**config.mk**
```make
export PLATFORM = sky130hd
export DESIGN_NAME = accum_ctrl_fsm
export DESIGN_NICKNAME = d
export VERILOG_FILES = /design/src/rtl/accum_ctrl_defs.sv /design/src/rtl/accum_ctrl_decode.sv /design/src/rtl/accum_ctrl_fsm.sv
export SDC_FILE = /design/constraint.sdc
export NUM_CORES = 1
export LEC_CHECK = 0
export BUFFER_PORTS_ARGS = -buffer_cell sky130_fd_sc_hd__buf_2
export CELL_PAD_IN_SITES_DETAIL_PLACEMENT = 1
export CELL_PAD_IN_SITES_GLOBAL_PLACEMENT = 1
export CORE_MARGIN = 10
export CORE_UTILIZATION = 33
export CTS_BUF_LIST = sky130_fd_sc_hd__clkbuf_2 sky130_fd_sc_hd__clkbuf_4 sky130_fd_sc_hd__clkbuf_8
export DETAILED_ROUTE_END_ITERATION = 8
export PLACE_DENSITY_LB_ADDON = 0.08
export SYNTH_ARGS = -nofsm -noshare
export SYNTH_HDL_FRONTEND = slang
export SYNTH_SLANG_ARGS = --single-unit
```
**constraint.sdc**
```tcl
create_clock -name clk -period 1.75 [get_ports clk]
set_clock_uncertainty 0.1 [all_clocks]
set_input_delay 0.0875 -clock clk [delete_from_list [all_inputs] [get_ports clk]]
set_output_delay 0.0875 -clock clk [all_outputs]
set_load 0.005 [all_outputs]
```
**src/rtl/accum_ctrl_defs.sv**
```systemverilog
// Shared encodings for the accumulator control unit: states, opcodes,
// operand-mux sources, ALU operations and the opcode class used by the decoder.
package accum_ctrl_defs;

   localparam logic [2:0] S_FETCH    = 3'd0;
   localparam logic [2:0] S_DECODE   = 3'd1;
   localparam logic [2:0] S_EXEC     = 3'd2;
   localparam logic [2:0] S_MEM_ADDR = 3'd3;
   localparam logic [2:0] S_MEM_WAIT = 3'd4;
   localparam logic [2:0] S_WB       = 3'd5;
   localparam logic [2:0] S_BRANCH   = 3'd6;
   localparam logic [2:0] S_HALT     = 3'd7;

   localparam logic [3:0] OPC_ADD  = 4'd0;
   localparam logic [3:0] OPC_SUB  = 4'd1;
   localparam logic [3:0] OPC_AND  = 4'd2;
   localparam logic [3:0] OPC_OR   = 4'd3;
   localparam logic [3:0] OPC_ADDI = 4'd4;
   localparam logic [3:0] OPC_LW   = 4'd5;
   localparam logic [3:0] OPC_SW   = 4'd6;
   localparam logic [3:0] OPC_BEQZ = 4'd7;
   localparam logic [3:0] OPC_JMP  = 4'd8;
   localparam logic [3:0] OPC_MOVE = 4'd9;
   localparam logic [3:0] OPC_HALT = 4'hF;

   // Operand-mux source codes, shared with the mux instantiation.
   localparam logic [2:0] SEL_ACC      = 3'd0;
   localparam logic [2:0] SEL_REG      = 3'd1;
   localparam logic [2:0] SEL_IMM_SEXT = 3'd2;
   localparam logic [2:0] SEL_CONST_2  = 3'd3;
   localparam logic [2:0] SEL_IMM_SHL1 = 3'd4;

   localparam logic [2:0] ALU_ADD    = 3'd0;
   localparam logic [2:0] ALU_SUB    = 3'd1;
   localparam logic [2:0] ALU_AND    = 3'd2;
   localparam logic [2:0] ALU_OR     = 3'd3;
   localparam logic [2:0] ALU_PASS_B = 3'd4;

   typedef enum logic [2:0] {
      CLS_ALU,
      CLS_MEM,
      CLS_BRANCH,
      CLS_MOVE,
      CLS_HALT,
      CLS_ILLEGAL
   } opc_class_e;

endpackage

```
**src/rtl/accum_ctrl_decode.sv**
```systemverilog
// Combinational opcode classifier feeding the DECODE-state transition.
// The halt opcode is checked first so a remapped HALT_OPC always wins.
module accum_ctrl_decode
   import accum_ctrl_defs::*;
#(
   parameter int                OPC_W    = 4,
   parameter logic [OPC_W-1:0]  HALT_OPC = 4'hF
) (
   input  logic [OPC_W-1:0] opcode_i,
   output opc_class_e       opc_class_o
);

   always_comb begin
      opc_class_o = CLS_ILLEGAL;
      if (opcode_i == HALT_OPC) begin
         opc_class_o = CLS_HALT;
      end else if (opcode_i <= OPC_ADDI) begin
         opc_class_o = CLS_ALU;
      end else if (opcode_i == OPC_LW || opcode_i == OPC_SW) begin
         opc_class_o = CLS_MEM;
      end else if (opcode_i == OPC_BEQZ || opcode_i == OPC_JMP) begin
         opc_class_o = CLS_BRANCH;
      end else if (opcode_i == OPC_MOVE) begin
         opc_class_o = CLS_MOVE;
      end
   end

endmodule

```
**src/rtl/accum_ctrl_fsm.sv**
```systemverilog
// Multi-cycle fetch/decode/execute/writeback controller for the accumulator datapath.
// ACCUM_ILLEGAL_TRAP_EN: illegal opcodes halt and raise a sticky illegal_trap instead of acting as NOPs.
module accum_ctrl_fsm
   import accum_ctrl_defs::*;
#(
   parameter int                OPC_W    = 4,
   parameter int                SEL_W    = 3,
   parameter logic [OPC_W-1:0]  HALT_OPC = 4'hF
) (
   input  logic             clk,
   input  logic             reset,
   input  logic [OPC_W-1:0] opcode,
   input  logic             acc_zero,
   input  logic             mem_ready,
   output logic [SEL_W-1:0] op_sel,
   output logic [2:0]       alu_op,
   output logic             pc_write,
   output logic             ir_write,
   output logic             mem_read,
   output logic             mem_write,
   output logic             mem_addr_sel,
   output logic             reg_write,
   output logic             acc_write,
   output logic             acc_src,
   output logic             halted,
`ifdef ACCUM_ILLEGAL_TRAP_EN
   output logic             illegal_trap,
`endif
   output logic [2:0]       state_dbg
);

   logic [2:0]       state_q, state_d;
   logic [OPC_W-1:0] opc_q, opc_d;
   opc_class_e       dec_cls;
   logic             is_lw;

   accum_ctrl_decode #(
      .OPC_W    (OPC_W),
      .HALT_OPC (HALT_OPC)
   ) u_decode (
      .opcode_i    (opcode),
      .opc_class_o (dec_cls)
   );

   always_comb begin
      state_d = state_q;
      opc_d   = opc_q;
      unique case (state_q)
         S_FETCH:    if (mem_ready) state_d = S_DECODE;
         S_DECODE: begin
            opc_d = opcode;
            case (dec_cls)
               CLS_ALU:    state_d = S_EXEC;
               CLS_MEM:    state_d = S_MEM_ADDR;
               CLS_BRANCH: state_d = S_BRANCH;
               CLS_MOVE:   state_d = S_WB;
               CLS_HALT:   state_d = S_HALT;
`ifdef ACCUM_ILLEGAL_TRAP_EN
               default:    state_d = S_HALT;
`else
               default:    state_d = S_FETCH;
`endif
            endcase
         end
         S_EXEC:     state_d = S_WB;
         S_MEM_ADDR: state_d = S_MEM_WAIT;
         S_MEM_WAIT: if (mem_ready) state_d = S_FETCH;
         S_WB:       state_d = S_FETCH;
         S_BRANCH:   state_d = S_FETCH;
         S_HALT:     state_d = S_HALT;
      endcase
   end

   always_ff @(posedge clk or posedge reset) begin
      if (reset) begin
         state_q <= S_FETCH;
         opc_q   <= '0;
      end else begin
         state_q <= state_d;
         opc_q   <= opc_d;
      end
   end

`ifdef ACCUM_ILLEGAL_TRAP_EN
   logic trap_q, trap_d;

   assign trap_d = trap_q | (state_q == S_DECODE && dec_cls == CLS_ILLEGAL);

   always_ff @(posedge clk or posedge reset) begin
      if (reset) trap_q <= 1'b0;
      else       trap_q <= trap_d;
   end

   assign illegal_trap = trap_q;
`endif

   assign is_lw     = (opc_q == OPC_LW);
   assign state_dbg = state_q;

   // Everything is forced low while reset is held, so an in-flight access drops at once.
   always_comb begin
      op_sel       = SEL_ACC;
      alu_op       = ALU_ADD;
      pc_write     = 1'b0;
      ir_write     = 1'b0;
      mem_read     = 1'b0;
      mem_write    = 1'b0;
      mem_addr_sel = 1'b0;
      reg_write    = 1'b0;
      acc_write    = 1'b0;
      acc_src      = 1'b0;
      halted       = 1'b0;
      if (!reset) begin
         unique case (state_q)
            S_FETCH: begin
               mem_read = 1'b1;
               ir_write = mem_ready;
               if (mem_ready) begin
                  op_sel   = SEL_CONST_2;
                  alu_op   = ALU_ADD;
                  pc_write = 1'b1;
               end
            end
            S_DECODE: ;
            S_EXEC: begin
               if (opc_q == OPC_ADDI) begin
                  op_sel = SEL_IMM_SEXT;
                  alu_op = ALU_ADD;
               end else begin
                  op_sel = SEL_REG;
                  alu_op = opc_q[2:0];
               end
            end
            S_MEM_ADDR: begin
               op_sel = SEL_IMM_SEXT;
               alu_op = ALU_ADD;
            end
            S_MEM_WAIT: begin
               mem_addr_sel = 1'b1;
               mem_read     = is_lw;
               mem_write    = !is_lw;
               acc_write    = is_lw && mem_ready;
               acc_src      = is_lw && mem_ready;
            end
            S_WB: begin
               if (opc_q == OPC_MOVE) reg_write = 1'b1;
               else                   acc_write = 1'b1;
            end
            S_BRANCH: begin
               op_sel   = SEL_IMM_SHL1;
               alu_op   = ALU_ADD;
               pc_write = (opc_q == OPC_JMP) || acc_zero;
            end
            S_HALT:     halted = 1'b1;
         endcase
      end
   end

endmodule

```
==> metrics <==
status finished clean; Starting DRT DRC Count 6; Worst-Margin Slew between 200 and 300 ps; htree depth 1; crit share post-route 0.978; Final Core Density 0.530; largest net degree at the start of global routing 13; Via density ~5.3; met2 GRT Util 0.170; share of cells above drive strength 1 0.560; initial antenna violation count 0; post-synth top area cell dfrtp_1; CP Class reg2out; Leak between 0.0004 and 0.0005 uW; Routed Antenna Nets 0; WP data arrival 1520 ps; dominant cells by area after synthesis dfrtp_1 30%, mux2_2 7.8%, nor2_1 4.5%; Max FO, Critical Path 4; first-pass detailed-route iteration total 4; RSZ-0062 raised after global routing true; dpl ws 211 ps; DIE AREA roughly 3800 sq um; Min-Delay Path Class in2reg; met3 usage 0.0467; Row Count 15; register area share after synthesis 0.302; Net count, final approximately 120; Core Region approximately 1700 sq um; first-pass GRT wire length slightly below 3000 microns; Max Cap Viol 0; Routed WL per cell 15.2 microns; count of different cell masters after synthesis 30; antenna diode count 0; Req. time, crit path between 1500 and 2000 ps; synthesized area per cell 8.18 sq um; Post-synth EDFFs 0; Post-Syn Nets just under 80; clock latency on the worst-skew pair ~260 ps; total CTS buffers 3; global placer's final weighted congestion approximately 0.74; final setup margin approximately 38 ps; PnR Total Power 1260 uW; Cells after Synth 71; gr usage total 0.0990; Rel. slew slack 0.810; hold slack between 10 and 15 ps; DIE HEIGHT just over 60 microns; initial core utilization 0.344; Detailed Route WL 1910 microns; total gr overflow 0; routed via count 665; r2r setup slk around 180 ps; top cell type's share of synthesized area 0.302; Main synth FF type dfrtp_1; Inst Count DP about 110; met1 Usage GRT 0.109; vias in the first global route around 670; Most Crowded Layer GR met2; setup violators final 0; TritonCTS clock tree done; Final min period ~1700 ps; # clock sinks 7; clock slew seen by the registers of the worst setup and hold paths around 60 ps; Final Non-Filler Cells ~130; startpoint types flip-flop; die width between 60 and 70 microns; Synth Cell Area 581 sq um; Area Overhead vs Synth 54.3%; Yosys warning total 0; IO Pins 26; input/output buffers 25; nature of the critical path endpoint primary output; Peak supply drop 0.861 mV; max frequency approximately 0.6 GHz; Yosys reg bits 7; P per Cell Area roughly 1400 nW/um^2; asr flop ratio synth 1.00; Post-DP HPWL 1440 microns; Max Root-Sink Buffers 2; FILL cells around 220; # DRC 0; Root Buffer clkbuf_4; count of final max-slew check failures 0; final hold viol count 0
## through the flow
| step | setup TNS [ps] | instance area [sq um] |
|---|---|---|
| after floorplan | 0 | 581 |
| after global placement | 0 | 739 |
| after detailed placement | 0 | 739 |
| after CTS | 0 | 792 |
| after global routing | -82.4 | 896 |
| final | 0 | 896 |
## synth_stat cells, types with 3 or more instances
master and instances:
nand2_1 5, nor3_1 4, o21ai_0 5, mux2_2 4
dfrtp_1 7, and2_1 4, a21oi_1 3, nand2b_1 3
inv_1 4, nor2_1 7
## sequential cells by signal (all words and copies together), names as in the netlist
name / cells
state_dbg: 3
opc_q: 4
## power by group
part / switching (uW) / internal, uW / leakage [uW]
Clock: 61.7 / 103 / 0.0000184
Sequential: 142 / 250 / 0.0000797
Combinational: 304 / 399 / 0.000339
## cells by family after synthesis
kind of cell	share of synthesized area
compound gates	0.168
xor+xnor	0.0151
buf+inv	0.0560
flops	0.302
mux	0.0776
simple gates	0.381
## worst paths after layout
kind                            depth (start not counted)            to         start
worst min register to register                          1      opc_q[3]      opc_q[3]
worst max-delay path                                    4      mem_read      opc_q[1]
max in group asynchronous                               3      opc_q[0]         reset
min in group asynchronous                               3  state_dbg[0]         reset
worst max register to register                          4      opc_q[0]  state_dbg[2]
worst min-delay path                                    2  state_dbg[1]     opcode[3]
## cell type report
cell class	count	area, sq um	share of cell area
flip-flops and latches	7	181	0.203
repair buffers	38	228	0.254
well taps	17	21.3	0.0237
multi-input cells	56	420	0.469
inverters	4	15.0	0.0168
clock buffers	4	30.0	0.0335
## timing repair
item | 4_1_cts | 5_1_grt
resized for setup | 2 | 16
cloned | 0 | 0
pin swaps | 2 | 2
endpoints found under the hold margin | 7 | 0
hold buffers | 1 | 0
setup endpoints to repair | 4 | 9
buffers inserted | 1 | 7
## metal layers
metal	vias up	wire, microns	part of all wire
li1	333	-	-
met1	314	842	0.44
met2	16	957	0.50
met3	2	101	0.053
met4	0	9	0.0047
met5	-	0	0
## cell usage in the layout (no fill, tap or decap), drive strengths merged, types with 2 or more instances in the layout
cell type  instances
and2               4
nor4               2
o21ai              5
nor2b              2
nor3               4
a21oi              3
inv                4
nor2               7
nor3b              2
clkbuf             4
dfrtp              7
mux2               4
nand2b             3
nand2              5
buf               37
## critical path, stage by stage, from the launching register on
cell and delay, ps:
dfrtp_2 430, and4bb_2 360, inv_2 60, a2111oi_4 260
buf_2 160
No activity file was read; power rests on OpenSTA's default activity.
